$ cat config.mk
export PLATFORM = sky130hd
export DESIGN_NAME = pe_lp_stream
export DESIGN_NICKNAME = d
export VERILOG_FILES = /design/src/rtl/pe_lp_stream.sv
export SDC_FILE = /design/constraint.sdc
export NUM_CORES = 1
export LEC_CHECK = 0
export CORE_ASPECT_RATIO = 0.9
export CORE_UTILIZATION = 62
export CTS_CLUSTER_SIZE = 28
export DETAILED_ROUTE_END_ITERATION = 12
export DONT_BUFFER_PORTS = 1
export PLACE_DENSITY = 0.76
export SYNTH_ARGS = -nofsm -noshare
export SYNTH_HDL_FRONTEND = slang
export SYNTH_SLANG_ARGS = --single-unit
export TNS_END_PERCENT = 1
$ cat constraint.sdc
create_clock -name CLK -period 4.6 [get_ports CLK]
set_input_delay 0.92 -clock CLK [delete_from_list [all_inputs] [get_ports CLK]]
set_output_delay 0.92 -clock CLK [all_outputs]
set_load 0.01 [all_outputs]
$ cat src/rtl/pe_lp_stream.sv
// pe_lp_stream: reduces len_in taps by MAC+bias or max-pool, applies ReLU/saturation, stores to LDM (option PE_LP_STREAM_STRIDE2_EN).
// Latency: store strobe 2 enabled cycles after the last accepted beat; len+2 cycles per output.
// Backpressure: Pixel_ready_out is combinational; low in POST/WRITE, when disabled, when cleared and during reset.
module pe_lp_stream #(
    parameter int WORD_BITS = 16,
    parameter int FRAC_BITS = 8,
    parameter int ACC_BITS  = 40,
    parameter int ADDR_BITS = 6,
    parameter int LEN_BITS  = 4
) (
    input  logic                 CLK,
    input  logic                 RST,
    input  logic                 En_in,
    input  logic                 layer_done_in,
    input  logic [1:0]           mode_in,
    input  logic                 relu_en_in,
    input  logic [LEN_BITS-1:0]  len_in,
    input  logic [ADDR_BITS-1:0] base_addr_in,
`ifdef PE_LP_STREAM_STRIDE2_EN
    input  logic                 Stride_in,
`endif
    input  logic                 Pixel_valid_in,
    input  logic [WORD_BITS-1:0] Pixel_in,
    input  logic [WORD_BITS-1:0] Weight_in,
    input  logic [WORD_BITS-1:0] Bias_in,
    output logic                 Pixel_ready_out,
    output logic                 Store_en_out,
    output logic [ADDR_BITS-1:0] Store_addr_out,
    output logic [WORD_BITS-1:0] Store_data_out,
    output logic                 Busy_out,
    output logic [ADDR_BITS:0]   Count_out
);

    typedef enum logic [1:0] {S_IDLE, S_ACC, S_POST, S_WRITE} state_t;

    typedef struct packed {
`ifdef PE_LP_STREAM_STRIDE2_EN
        logic                stride;
`endif
        logic                mp;
        logic                relu;
        logic [LEN_BITS-1:0] len;
    } cfg_t;

    localparam logic signed [ACC_BITS-1:0] SAT_MAX =
        {{(ACC_BITS-WORD_BITS+1){1'b0}}, {(WORD_BITS-1){1'b1}}};
    localparam logic signed [ACC_BITS-1:0] SAT_MIN =
        {{(ACC_BITS-WORD_BITS+1){1'b1}}, {(WORD_BITS-1){1'b0}}};

    state_t                        state, state_nxt;
    cfg_t                          cfg;
    logic signed [ACC_BITS-1:0]    acc;
    logic [LEN_BITS-1:0]           tap_cnt;
    logic [ADDR_BITS-1:0]          wptr;
    logic                          beat;
    logic                          skip_wr;
    logic [LEN_BITS-1:0]           len_eff;
    logic [LEN_BITS:0]             tap_inc;
    logic signed [2*WORD_BITS-1:0] prod;
    logic signed [ACC_BITS-1:0]    prod_ext, pix_ext, bias_ext, post_sum, post_r;
    logic [WORD_BITS-1:0]          sat_dat;

`ifdef PE_LP_STREAM_STRIDE2_EN
    logic phase;
    assign skip_wr = cfg.stride & phase;
`else
    assign skip_wr = 1'b0;
`endif

    assign Busy_out       = (state != S_IDLE);
    assign Store_addr_out = base_addr_in + wptr;

    // Arithmetic: full-width signed product, post-processing of the finished window.
    always_comb begin
        len_eff  = (len_in == '0) ? LEN_BITS'(1) : len_in;
        tap_inc  = {1'b0, tap_cnt} + (LEN_BITS+1)'(1);
        prod     = $signed({{WORD_BITS{Pixel_in[WORD_BITS-1]}}, Pixel_in})
                 * $signed({{WORD_BITS{Weight_in[WORD_BITS-1]}}, Weight_in});
        prod_ext = {{(ACC_BITS-2*WORD_BITS){prod[2*WORD_BITS-1]}}, prod};
        pix_ext  = {{(ACC_BITS-WORD_BITS){Pixel_in[WORD_BITS-1]}}, Pixel_in};
        bias_ext = {{(ACC_BITS-WORD_BITS){Bias_in[WORD_BITS-1]}}, Bias_in};
        post_sum = acc + (bias_ext <<< FRAC_BITS);
        if (cfg.mp) begin
            post_r = acc;
        end else begin
            post_r = post_sum >>> FRAC_BITS;
        end
        if (cfg.relu && post_r[ACC_BITS-1]) begin
            post_r = '0;
        end
        if (post_r > SAT_MAX) begin
            sat_dat = SAT_MAX[WORD_BITS-1:0];
        end else if (post_r < SAT_MIN) begin
            sat_dat = SAT_MIN[WORD_BITS-1:0];
        end else begin
            sat_dat = post_r[WORD_BITS-1:0];
        end
    end

    always_ff @(posedge CLK or posedge RST) begin
        if (RST) begin
            state <= S_IDLE;
        end else begin
            state <= state_nxt;
        end
    end

    always_comb begin
        state_nxt       = state;
        Pixel_ready_out = En_in & ~layer_done_in & ~RST & ((state == S_IDLE) | (state == S_ACC));
        beat            = Pixel_ready_out & Pixel_valid_in;
        Store_en_out    = En_in & ~layer_done_in & (state == S_WRITE);
        if (layer_done_in) begin
            state_nxt = S_IDLE;
        end else if (En_in) begin
            case (state)
                S_IDLE:  if (beat) state_nxt = (len_eff <= LEN_BITS'(1)) ? S_POST : S_ACC;
                S_ACC:   if (beat && (tap_inc >= {1'b0, cfg.len})) state_nxt = S_POST;
                S_POST:  state_nxt = skip_wr ? S_IDLE : S_WRITE;
                S_WRITE: state_nxt = S_IDLE;
                default: state_nxt = S_IDLE;
            endcase
        end
    end

    always_ff @(posedge CLK or posedge RST) begin
        if (RST) begin
            cfg            <= '0;
            acc            <= '0;
            tap_cnt        <= '0;
            wptr           <= '0;
            Count_out      <= '0;
            Store_data_out <= '0;
`ifdef PE_LP_STREAM_STRIDE2_EN
            phase          <= 1'b0;
`endif
        end else if (layer_done_in) begin
            acc       <= '0;
            tap_cnt   <= '0;
            wptr      <= '0;
            Count_out <= '0;
`ifdef PE_LP_STREAM_STRIDE2_EN
            phase     <= 1'b0;
`endif
        end else if (En_in) begin
            case (state)
                S_IDLE: begin
                    if (beat) begin
                        cfg.mp   <= |mode_in;
                        cfg.relu <= relu_en_in;
                        cfg.len  <= len_eff;
`ifdef PE_LP_STREAM_STRIDE2_EN
                        cfg.stride <= Stride_in;
`endif
                        acc      <= (|mode_in) ? pix_ext : prod_ext;
                        tap_cnt  <= LEN_BITS'(1);
                    end
                end
                S_ACC: begin
                    if (beat) begin
                        if (cfg.mp) begin
                            if (pix_ext > acc) acc <= pix_ext;
                        end else begin
                            acc <= acc + prod_ext;
                        end
                        tap_cnt <= tap_inc[LEN_BITS-1:0];
                    end
                end
                S_POST: begin
                    if (!skip_wr) Store_data_out <= sat_dat;
`ifdef PE_LP_STREAM_STRIDE2_EN
                    phase <= ~phase;
`endif
                end
                S_WRITE: begin
                    wptr <= wptr + ADDR_BITS'(1);
                    if (Count_out != '1) Count_out <= Count_out + (ADDR_BITS+1)'(1);
                end
                default: ;
            endcase
        end
    end

endmodule
==> metrics.cfg <==
[run_status]
outcome=finished with violations
failed_checks=setup timing

[setup_path]
cp_common_cell=fa_1
end_kind=flip-flop
critPathMaxStageDelay_ps=560
reg2reg_to=Store_data_out[3]$_DFFE_PP0P_
worst-r2r-cell-count=13
worst-setup-path-type=input port to flip-flop
path_max_fanout=17
critPathLaunchType=input port
critPathSlowestCell=fa_1
worst-endpoint-arrival_ps=8210
rrSetupSlack_ps=750
r2r-start=acc[8]$_DFFE_PP0P_
crit_required_ps=4830

[finish]
n_antenna_cell=0
fin_nets=3108
layout-drive-gt1-share=0.162
final_area_mm2=0.0229
areaGrowthSynthToFinish_pct=15.0

[floorplanning]
fp.dieH_um=172
dieWidth_um=191
num_rows=61
io_pins=98
die-area_mm2=0.0329
initial_utilization=0.637
core-area_mm2=0.0313

[detailed_routing]
vias_per_cell=6.10
wire_per_inst_um=19.0
drt_iter0_drc=1411
postRouteAntennaNets=0
vias=18200
drt_drc_violations_left=0
firstDrtPassIters=6
routed_wl_um=56600

[synth]
syn_area_mm2=0.0199
synth_nets=2931
synth_ff_type=dfrtp_1
synth_cells=2391
yosysUniqueCellTypes=99
yosys_warnings=0
async_flop_share=1.00
synth_edf_count=0
ys_seq_area_frac=0.102
synth-seq-cells=81
avgSynthCellArea_um2=8.34

[sta]
fin_crit_ps=7970
maxClockFrequency_mhz=125
setup_violations=34
worst_slew_pin_slew_ps=1020
fin_ws_ps=-3370
rsz0062_at_grt=true
fin_worst_skew_ps=17.4
maxSlewViolCount=0
fin_crit_sh=1.73
fin_hold_ws_ps=498
hold_viol=0
relSlewSlack=0.317

[global_routing]
overflow=0
grt_max_degree=55
grt_usage=0.351
grtUsageMet3=0.0390
top_usage_layer=met2
grt_pass1_vias=18600
use_met1=0.470
antenna_found_initial=0
grt_pass1_wl_um=91700
use_met2=0.606

[clocking]
cts_tree=built
holdBufCountCts=0
clockBufferDepth=2
cts_htree_levels=3
clock_latency_ps=350
clk_pin_slew_ps=80
root_buffer=clkbuf_16
clock-sinks=81
cts_buffers=9

[worst_hold_path]
hold-path-cell-count=2
hp-start=cfg[0]$_DFFE_PP0P_
min_to=cfg[0]$_DFFE_PP0P_
hp-class=flip-flop to flip-flop

[flow_run]
drv_cap=0

[placement]
pre_cts_ws_ps=-3940
dpl_cell_area_mm2=0.0221
detailedPlacementHpwl_um=44700
io_buffers=0
finalWeightedCongestion=0.964

## critical path, delay by kind of cell
kind / cells / cell delay, ps
buffers and inverters: 5 / 400
adder cells (fa/ha/maj): 8 / 3720
AO/OA/AOI/OAI: 13 / 2490
AND/OR/NAND/NOR: 5 / 660
## timing repair
action	4_1_cts	5_1_grt
gates cloned	0	1
pin swaps	45	29
endpoints found under the setup margin	35	35
resized for setup	43	48
buffers inserted	4	6
## worst max-delay path by stage
stage            startpoint  cells after the start                  end  slack (ps)
6_report        Pixel_in[0]                     31  acc[37]$_DFFE_PP0P_       -3370
5_1_grt         Pixel_in[0]                     32  acc[35]$_DFFE_PP0P_       -3830
4_1_cts         Pixel_in[5]                     33  acc[32]$_DFFE_PP0P_       -3400
3_5_place_dp   Weight_in[6]                     33  acc[37]$_DFFE_PP0P_       -3940
3_3_place_gp   Weight_in[6]                     33  acc[37]$_DFFE_PP0P_       -3750
2_1_floorplan   Pixel_in[6]                     32  acc[36]$_DFFE_PP0P_       -3520
## layout by cell type (no fill, tap or decap), types with 17 or more instances in the layout
cell / count
xnor2_1: 57
dfrtp_1: 80
o211ai_1: 17
a211oi_1: 17
o22ai_1: 17
buf_4: 246
nor2_1: 133
nor3_1: 27
and2_1: 130
a21oi_1: 123
nand4_1: 21
o21ai_0: 78
xor2_1: 35
fa_1: 260
o21ai_1: 32
ha_1: 196
nand2_1: 243
inv_1: 394
a21o_1: 54
nand3_1: 33
## sequential cells by signal (all words and copies together), names as in the netlist
| signal | cells |
|---|---|
| tap_cnt | 4 |
| acc | 40 |
| Count_out | 7 |
| wptr | 6 |
| state | 2 |
| cfg | 6 |
| Store_data_out | 16 |
## cells in the mapped netlist, drive strengths merged, types with 10 or more instances
cell type  number  share of area
a21o           55          0.021
nand3          36         0.0090
buf            19         0.0058
or3            14         0.0046
nand2         246          0.046
clkbuf         64          0.012
nor3           29         0.0075
ha            209           0.13
inv           400          0.075
fa            265           0.27
xor2           35          0.015
and2          136          0.043
o211ai         20         0.0083
dfrtp          81           0.10
o22ai          27          0.012
a211oi         25          0.010
nor2b          12         0.0038
a21oi         143          0.037
xnor2          62          0.027
o21bai         11         0.0041
nand2b         12         0.0038
o21a           17         0.0065
nor2          143          0.027
o31ai          14         0.0053
nor4           10         0.0039
a31oi          13         0.0044
nand4          22         0.0072
and3           18         0.0056
o21ai         120          0.031
## final cells by class
class / count / area (um2)
multi-input cells: 1827 / 16700
fillers: 2407 / 8360
flip-flops and latches: 81 / 2030
repair buffers: 248 / 1880
inverters: 400 / 1510
well taps: 409 / 512
clock buffers: 9 / 225
clock inverters: 7 / 110
repair inverters: 1 / 7.51
## per-layer routing
layer,part of all wire,wire [um],vias to the layer above
li1,-,-,8307
met1,0.43,24100,9074
met2,0.49,27600,692
met3,0.063,3580,106
met4,0.024,1330,0
met5,0,0,-
## stage by stage
step | TNS [ps] | utilization | cells
final | -90770 | 0.733 | 2982
after detailed placement | -107400 | 0.706 | 2955
after global placement | -103710 | 0.706 | 2955
after floorplan | -90120 | - | 2391
after global routing | -100780 | 0.733 | 2982
after CTS | -90410 | 0.724 | 2975
## kinds of logic (layout without fill, tap and decap cells)
logic type | after synthesis | in the layout | share of synthesized area
xor gates and xnor gates | 99 | 99 | 0.0449
DFF | 81 | 81 | 0.102
and+or+nand+nor | 704 | 704 | 0.173
muxes | 17 | 17 | 0.00910
AOI/OAI and AO/OA | 533 | 533 | 0.181
adders and majority gates | 474 | 474 | 0.397
buffers and inverters | 483 | 665 | 0.0932
Power is not shown: default switching activity piles up to over one toggle a cycle in this logic, so the estimate is an artifact.
